--- src/rtl/alu_muldiv_ctrl.sv ---
// alu_muldiv_ctrl: EX-stage ALU select decode plus radix-2 mult/div sequencer owning HI/LO.
// Latency: decode and stall are combinational; mult/div accepted in cycle 0, HI/LO and md_done in cycle WIDTH+2.
// Backpressure: stall holds IF/ID/EX while a HI/LO user meets a busy sequencer; the stalled op is re-presented.
//
// Ports: clk/rst_n (async active-low), valid_in/alu_op/funct/src_a/src_b from EX,
//        alu_ctl (4-bit ALU select), stall, busy, md_done, hi, lo.
// Optional: define MD_CANCEL_EN to add md_cancel, which flushes an in-flight mult/div without writing HI/LO.
`timescale 1ns/1ps
module alu_muldiv_ctrl #(
   parameter int WIDTH   = 32,
   parameter int ALUOP_W = 3
) (
   input  logic               clk,
   input  logic               rst_n,
   input  logic               valid_in,
   input  logic [ALUOP_W-1:0] alu_op,
   input  logic [5:0]         funct,
   input  logic [WIDTH-1:0]   src_a,
   input  logic [WIDTH-1:0]   src_b,
`ifdef MD_CANCEL_EN
   input  logic               md_cancel,
`endif
   output logic [3:0]         alu_ctl,
   output logic               stall,
   output logic               busy,
   output logic               md_done,
   output logic [WIDTH-1:0]   hi,
   output logic [WIDTH-1:0]   lo
);

   localparam int CW = (WIDTH > 2) ? $clog2(WIDTH) : 1;

   localparam logic [5:0] F_ADD  = 6'b100000;
   localparam logic [5:0] F_SUB  = 6'b100010;
   localparam logic [5:0] F_AND  = 6'b100100;
   localparam logic [5:0] F_OR   = 6'b100101;
   localparam logic [5:0] F_SLT  = 6'b101010;
   localparam logic [5:0] F_MFHI = 6'b010000;
   localparam logic [5:0] F_MTHI = 6'b010001;
   localparam logic [5:0] F_MFLO = 6'b010010;
   localparam logic [5:0] F_MTLO = 6'b010011;

   typedef enum logic [1:0] {S_IDLE = 2'd0, S_RUN = 2'd1, S_FIX = 2'd2} state_t;

   state_t           state;
   logic [CW-1:0]    cnt;
   logic [WIDTH-1:0] p_hi;     // product high half / partial remainder
   logic [WIDTH-1:0] p_lo;     // multiplier bits / dividend bits shifting into quotient
   logic [WIDTH-1:0] op_b;     // multiplicand / divisor magnitude
   logic [WIDTH-1:0] raw_a;    // original dividend, returned in HI on divide by zero
   logic             is_div;
   logic             neg_q;    // negate product or quotient
   logic             neg_r;    // negate remainder (follows dividend sign)
   logic             div0;

   logic             cancel;
`ifdef MD_CANCEL_EN
   assign cancel = md_cancel;
`else
   assign cancel = 1'b0;
`endif

   // ---------------- instruction classification ----------------
   logic rtype, md_op, hilo_op, mthi_op, mtlo_op;
   always_comb begin
      rtype   = valid_in && (alu_op == ALUOP_W'(2));
      md_op   = rtype && (funct[5:2] == 4'b0110);    // 0110xx: mult/multu/div/divu
      hilo_op = md_op || (rtype && (funct[5:2] == 4'b0100)); // 0100xx: mfhi/mthi/mflo/mtlo
      mthi_op = rtype && (funct == F_MTHI);
      mtlo_op = rtype && (funct == F_MTLO);
   end

   assign busy  = (state != S_IDLE);
   assign stall = hilo_op && busy;

   // ---------------- ALU select decode ----------------
   always_comb begin
      alu_ctl = 4'b0010;
      case (alu_op)
         ALUOP_W'(0): alu_ctl = 4'b0010;
         ALUOP_W'(1): alu_ctl = 4'b0110;
         ALUOP_W'(3): alu_ctl = 4'b0000;
         ALUOP_W'(4): alu_ctl = 4'b0001;
         ALUOP_W'(5): alu_ctl = 4'b0111;
         ALUOP_W'(2): begin
            case (funct)
               F_ADD:   alu_ctl = 4'b0010;
               F_SUB:   alu_ctl = 4'b0110;
               F_AND:   alu_ctl = 4'b0000;
               F_OR:    alu_ctl = 4'b0001;
               F_SLT:   alu_ctl = 4'b0111;
               F_MFHI:  alu_ctl = 4'b1000;
               F_MFLO:  alu_ctl = 4'b1001;
               default: alu_ctl = 4'b0000;
            endcase
         end
         default: alu_ctl = 4'b0010;
      endcase
   end

   // ---------------- operand magnitudes at accept ----------------
   // funct[0]=0 selects the signed variants (mult, div); funct[1]=1 selects divide.
   logic             op_signed, a_neg, b_neg;
   logic [WIDTH-1:0] a_mag, b_mag;
   always_comb begin
      op_signed = ~funct[0];
      a_neg     = op_signed & src_a[WIDTH-1];
      b_neg     = op_signed & src_b[WIDTH-1];
      a_mag     = a_neg ? (~src_a + 1'b1) : src_a;
      b_mag     = b_neg ? (~src_b + 1'b1) : src_b;
   end

   // ---------------- one radix-2 step ----------------
   logic [WIDTH:0]   sum, shl;
   logic             ge;
   logic [WIDTH-1:0] step_hi, step_lo;
   always_comb begin
      // shift-add multiply: add multiplicand when LSB set, then shift {carry,hi,lo} right
      sum = {1'b0, p_hi} + (p_lo[0] ? {1'b0, op_b} : {(WIDTH+1){1'b0}});
      // restoring divide: shift next dividend bit into remainder, subtract if it fits
      shl = {p_hi, p_lo[WIDTH-1]};
      ge  = (shl >= {1'b0, op_b});
      if (is_div) begin
         // when ge, the true difference is below op_b so the low WIDTH bits are exact
         step_hi = ge ? (shl[WIDTH-1:0] - op_b) : shl[WIDTH-1:0];
         step_lo = {p_lo[WIDTH-2:0], ge};
      end else begin
         step_hi = sum[WIDTH:1];
         step_lo = {sum[0], p_lo[WIDTH-1:1]};
      end
   end

   // ---------------- sign correction ----------------
   logic [2*WIDTH-1:0] prod, prod_fix;
   logic [WIDTH-1:0]   fix_hi, fix_lo;
   always_comb begin
      prod     = {p_hi, p_lo};
      prod_fix = neg_q ? (~prod + 1'b1) : prod;
      if (!is_div) begin
         {fix_hi, fix_lo} = prod_fix;
      end else if (div0) begin
         fix_hi = raw_a;
         fix_lo = {WIDTH{1'b1}};
      end else begin
         // min / -1 needs no special case: |min| stays min and the quotient wraps back to min
         fix_lo = neg_q ? (~p_lo + 1'b1) : p_lo;
         fix_hi = neg_r ? (~p_hi + 1'b1) : p_hi;
      end
   end

   // ---------------- sequencer ----------------
   always_ff @(posedge clk or negedge rst_n) begin
      if (!rst_n) begin
         state   <= S_IDLE;
         cnt     <= '0;
         p_hi    <= '0;
         p_lo    <= '0;
         op_b    <= '0;
         raw_a   <= '0;
         is_div  <= 1'b0;
         neg_q   <= 1'b0;
         neg_r   <= 1'b0;
         div0    <= 1'b0;
         md_done <= 1'b0;
         hi      <= '0;
         lo      <= '0;
      end else begin
         md_done <= 1'b0;
         case (state)
            S_IDLE: begin
               if (md_op) begin
                  state  <= S_RUN;
                  cnt    <= CW'(WIDTH-1);
                  p_hi   <= '0;
                  p_lo   <= a_mag;
                  op_b   <= b_mag;
                  raw_a  <= src_a;
                  is_div <= funct[1];
                  neg_q  <= a_neg ^ b_neg;
                  neg_r  <= a_neg;
                  div0   <= funct[1] && (src_b == '0);
               end else if (mthi_op) begin
                  hi <= src_a;
               end else if (mtlo_op) begin
                  lo <= src_a;
               end
            end
            S_RUN: begin
               if (cancel) begin
                  state <= S_IDLE;
                  cnt   <= '0;
               end else begin
                  p_hi <= step_hi;
                  p_lo <= step_lo;
                  if (cnt == '0) state <= S_FIX;
                  else            cnt   <= cnt - 1'b1;
               end
            end
            S_FIX: begin
               state <= S_IDLE;
               if (!cancel) begin
                  hi      <= fix_hi;
                  lo      <= fix_lo;
                  md_done <= 1'b1;
               end
            end
            default: state <= S_IDLE;
         endcase
      end
   end

endmodule

--- config.mk ---
export PLATFORM = sky130hd
export DESIGN_NAME = alu_muldiv_ctrl
export DESIGN_NICKNAME = d
export VERILOG_FILES = /design/src/rtl/alu_muldiv_ctrl.sv
export SDC_FILE = /design/constraint.sdc
export NUM_CORES = 1
export LEC_CHECK = 0
export CELL_PAD_IN_SITES_DETAIL_PLACEMENT = 1
export CELL_PAD_IN_SITES_GLOBAL_PLACEMENT = 1
export CORE_ASPECT_RATIO = 2
export CORE_UTILIZATION = 44
export DETAILED_ROUTE_END_ITERATION = 8
export PLACE_DENSITY_LB_ADDON = 0.08
export SLEW_MARGIN = 20
export SYNTH_ARGS = -nofsm -noshare
export SYNTH_HDL_FRONTEND = slang
export SYNTH_SLANG_ARGS = --single-unit
--- constraint.sdc ---
create_clock -name clk -period 4 [get_ports clk]
set_input_delay 0.8 -clock clk [delete_from_list [all_inputs] [get_ports clk]]
set_output_delay 0.8 -clock clk [all_outputs]
set_load 0.05 [all_outputs]
-- After elaboration in Yosys (flattened, before gate mapping)
Index checks and enable logic that the tools add are counted.
- output and inout port bits: 71
- flip-flop bits (word level): 204
- input bits: 76
- reduce and logical (&&, ||, !) cells: 20
- muxes and demuxes: 33
- equality and inequality tests: 24
- magnitude comparators: 1
- add/sub/neg operators: 8
- bitwise gates (word level): 9
- operators by type and width (cell ; number):
    32-bit two-way mux ; 19
    32-bit case mux with 2 select lines ; 4
    32-bit by 1-bit adder with 32-bit output (second input constant) ; 4
    32-bit inverter ; 4
    64-bit by 1-bit adder with 64-bit output (second input constant) ; 1
    64-bit two-way mux ; 1
    64-bit inverter ; 1
    32-bit by 32-bit adder with 33-bit output ; 1
    33-bit by 32-bit >= comparator with 1-bit output ; 1
    32-bit logical NOT ; 1
    32-bit subtractor ; 1
    6-bit by 5-bit == test with 1-bit output (second input constant) ; 4
    6-bit == test (second input constant) ; 4
    4-bit case mux with 6 select lines ; 1
    4-bit case mux with 5 select lines ; 1
    2-bit inequality test (second input constant) ; 7
    5-bit two-way mux ; 2
    5-bit case mux with 2 select lines ; 1
    4-bit by 3-bit == test with 1-bit output (second input constant) ; 2
    1-bit logical AND ; 7
    3-bit by 2-bit == test with 1-bit output (second input constant) ; 2
    3-bit == test (second input constant) ; 2
    2-bit AND reduction ; 3
    3-bit AND reduction ; 2
    15 further kinds ; 19

-- Logic depth before layout (Yosys ltp)
- depth in word-level cells: 7
- mapped depth: 14

-- Least setup slack after synthesis
Ideal clock, no wire load.
- path type: input-to-output
- start point: input port alu_op[0]
- end point: output port alu_ctl[0]
- required time: 3.200 ns
- arrival time: 3.418 ns
- stages: 5
- buffers on the path: 0
- slack: -0.218 ns
- path through: nor3b_1 > nand3b_1 > nor4_1 > a22oi_1 > o21ai_0
- word-level cells in the longest chain between the ends: 2
- elaborated cells on any way between the ends: 6
- classes of those cells: eq/ne: 5; mux: 1
- RTL lines (item ; RTL line ; source):
    from (decl) ; 16 ; input logic [ALUOP_W-1:0] alu_op,
    3-bit by 2-bit == test with 1-bit output (tied with other cells) ; 79 ; case (alu_op)
    4-bit case mux with 5 select lines * ; 79 ;
    to (decl) ; 23 ; output logic [3:0] alu_ctl,
Mark *: on every way between the ends. The rest lies on a longest branch, timed or not.

-- Final worst setup path
- start point: register p_lo[6]
- end point: register hi[8]
- word-level cells in the longest chain between the ends: 5
- RTL lines (item ; RTL line ; source):
    from (decl) ; 48 ; logic [WIDTH-1:0] p_lo;
    from (signal assigned) ; 175 ; p_lo <= a_mag;
    from (signal assigned) ; 194 ; p_lo <= step_lo;
    64-bit inverter ; 138 ; prod_fix = neg_q ? (~prod + 1'b1) : prod;
    64-bit by 1-bit adder with 64-bit output ; 138 ;
    64-bit two-way mux ; 138 ;
    32-bit two-way mux ; 139 ; if (!is_div) begin
    32-bit case mux with 2 select lines ; 169 ; case (state)
    to (signal assigned) ; 183 ; hi <= src_a;
    to (signal assigned) ; 202 ; hi <= fix_hi;
    to (decl) ; 27 ; output logic [WIDTH-1:0] hi,
Every way passes these cells.
A chain may end at the register's enable or synchronous reset.

==> impl_metrics.csv <==
group,metric,value,unit
global_routing,use_met1,34.59,%
power,p_comb_share,32.2,%
critical_path,crit_required,4420,ps
clocking,path_clk_slew,60,ps
clocking,clock-sinks,204,
timing,rsz0062_at_grt,"no",
synth,synth_edf_count,0,
synth,synthTopCellsByArea,"dfrtp_1, nand2_1, o21ai_0",
critical_path,crit_fanout,7,
critical_path,critPathTopFamily,"simple AND/OR/NAND/NOR gates",
final_layout,drive_gt1_share,8.973,%
synth,netlist_instances,2150,
routing,vias,17360,
timing,hold_viol,0,
timing,timing.hold.ws,312.3,ps
critical_path,crit_buf_inv,2,
final_layout,num_antenna_cells,0,
synth,synthArstFlopShare,100.0,%
timing,setup_viol_count_final,0,
final_layout,fin_nets,2440,
routing,routed_wl,68.07,mm
power,vdd_drop_max,0.3087,mV
routing,dr.pass1.iters,8,
power,p_seq_share,33.3,%
power,p_sw_share,35.57,%
final_layout,layout_common_cells,"nand2_1, o21ai_0, dfrtp_1",
critical_path,r2r-start,"p_lo[6]",
clocking,clock_latency,560,ps
final_layout,area_growth,19.94,%
clocking,cts_made_buffers,23,
synth,ys_seq_elements,204,
timing,slew_viol_final,0,
routing,wl_per_cell,24.61,um
global_routing,grt_antenna_before_repair,1,
power,p_int,4.543,mW
power,cellPowerDensity,355.0,nW/um^2
timing,fmax,257.0,MHz
synth,yosysUniqueCellTypes,83,
routing,drtAntennaViolNets,0,
clocking,cts_root_buf,"clkbuf_16",
run_status,outcome,"complete, but fails checks",
final_layout,postLayoutCoreUtil,53.44,%
critical_path,worstSetupPathType,"flop to flop",
timing,period_minus_slack,3891,ps
place,hpwl,52.01,mm
clocking,h-tree-depth,1,
power,power.switching,2.508,mW
global_routing,grt_most_used_layer,"met2",
global_routing,grt_pass1_wl,105.8,mm
timing,slew_headroom,35.34,%
synth,yosysTopAreaCell,"dfrtp_1",
floorplanning,core_area,37160,um^2
power,power.leakage,8.546,nW
global_routing,met2_usage,67.43,%
clocking,cts_tree,"yes",
critical_path,slowest_stage,"or4_1",
synth,ys_seq_area_share,30.83,%
floorplanning,die_area,38460,um^2
timing,fin_tns_setup,0,ps
synth,synth_area_per_cell,7.701,um^2
critical_path,cp-end-kind,"flop",
global_routing,grt_max_degree,106,
floorplanning,pin_count,147,
routing,vias_per_cell,6.275,
critical_path,critical_path_arrival,4310,ps
clocking,holdBufCountCts,0,
timing,tightestPinTransition,968.0,ps
flow_run,max_cap_viol_count,0,
global_routing,grt_use_met3,4.434,%
place,io_buffer_count,146,
global_routing,grt.total_usage,35.64,%
synth,ys_warn_count,0,
synth,yosys.area.top_type_share,30.83,%
critical_path,slowest_delay,620,ps
floorplanning,initial_utilization,44.56,%
critical_path,critPathLaunch,"p_lo[6]",
floorplanning,die_w,139.2,um
final_layout,layout_commonest_cell,"nand2_1",
timing,period_share,97.27,%
routing,drc,13,
routing,drt-initial-drc-count,976,
global_routing,overflow,0,
clocking,cts.path.max_buffers,3,
min_path,hp-class,"primary input to asynchronous set/reset pin",
synth,synth_flop_cell,"dfrtp_1",
run_status,violations,"design-rule violations",
floorplanning,rows,100,
synth,synth_fp_nets,2298,
floorplanning,die_h,276.3,um
timing,finClkSkew,23.28,ps
synth,netlist_area,16560,um^2
critical_path,cp_cell_sequence,"or4_1 > buf_4 > nor3_1 > nand4_1 > or2_1 > buf_4 > o21ai_0 > xnor2_1 > o21ai_0 > a31oi_1",
power,clkPwrFrac,34.4,%
place,gp_congestion,1.015,
critical_path,start_kind,"flop",
global_routing,grt_pass1_vias,18680,
==> Yosys cell counts, drive strengths merged, types with 6 or more instances <==
cell type / n
nand2: 327
o21ai: 222
dfrtp: 204
nor2: 188
a21oi: 155
clkbuf: 126
xnor2: 95
xor2: 72
inv: 71
ha: 70
o22ai: 49
mux2i: 46
nand3: 40
nor3: 39
a211oi: 31
a21o: 29
or3: 29
o211ai: 26
a22oi: 25
a31oi: 23
buf: 22
nand4: 20
nor4: 19
nand2b: 18
o31ai: 18
o41ai: 15
o221ai: 14
and3: 12
nor2b: 12
a2111oi: 10
or4: 10
and2: 9
o21a: 8
a311oi: 6
a32oi: 6
mux2: 6
o21bai: 6
==> cell type report <==
cell class                      instances  area (um^2)
Multi-Input combinational cell       1726        10650
Clock inverter                         12        197.7
Inverter                               72        270.3
Timing Repair Buffer                  265         2422
Sequential cell                       204         5106
Tap cell                              459        574.3
Clock buffer                           28        634.4
Fill cell                            4568        17300
==> final timing paths <==
kind,slack (ps),end,cells past startpoint
max,110,hi[8],10
min,310,lo[6],1
max reg2reg,110,hi[8],10
min reg2reg,470,raw_a[28],2
max in group asynchronous,2700,raw_a[18],2
min in group clk,470,raw_a[28],2
==> timing repair <==
action,CTS,global route
setup endpoints to repair,0,1
setup buffers,0,0
resized for setup,0,1
==> flip-flops by register name (all words and copies together) (netlist names) <==
name	cells
cnt	5
div0	1
hi	32
is_div	1
lo	32
md_done	1
neg_q	1
neg_r	1
op_b	32
p_hi	32
p_lo	32
raw_a	32
state	2
==> through the flow <==
step                setup WS [ps]  cells  power (mW)  area (um^2)
finish                      109.1   2766       7.050        19860
global route                56.95   2766       7.353        19860
CTS                         239.5   2766       7.060        19860
detailed placement          137.7   2726       4.619        19030
global placement            206.1   2726       4.552        19030
floorplan                   438.1   2150       3.758        16560
==> per-layer routing <==
layer	vias up	share of wire, %
met2	534	53
met4	2	8.5
met3	248	3.6
met1	8592	35
li1	7982	-
met5	-	0.022
==> cell families after synthesis <==
kind of cell             after synthesis  synth area share [%]
AND/OR/NAND/NOR                      754                 20.93
flip-flops                           204                 30.83
multiplexers                          52                 3.189
buffers and inverters                220                 5.108
adder cells (fa/ha/maj)               72                 5.532
AO/OA/AOI/OAI                        681                 25.57
XOR/XNOR                             167                 8.834
==> power groups by stage <==
stage	sequential [mW]	combinational (mW)	clock [mW]
6_report	2.35	2.27	2.43
3_3_place_gp	2.38	2.18	0
3_5_place_dp	2.38	2.24	0
4_1_cts	2.34	2.25	2.46
5_1_grt	2.36	2.46	2.53
2_1_floorplan	2.46	1.29	0
Power figures use the tool's default switching activity.
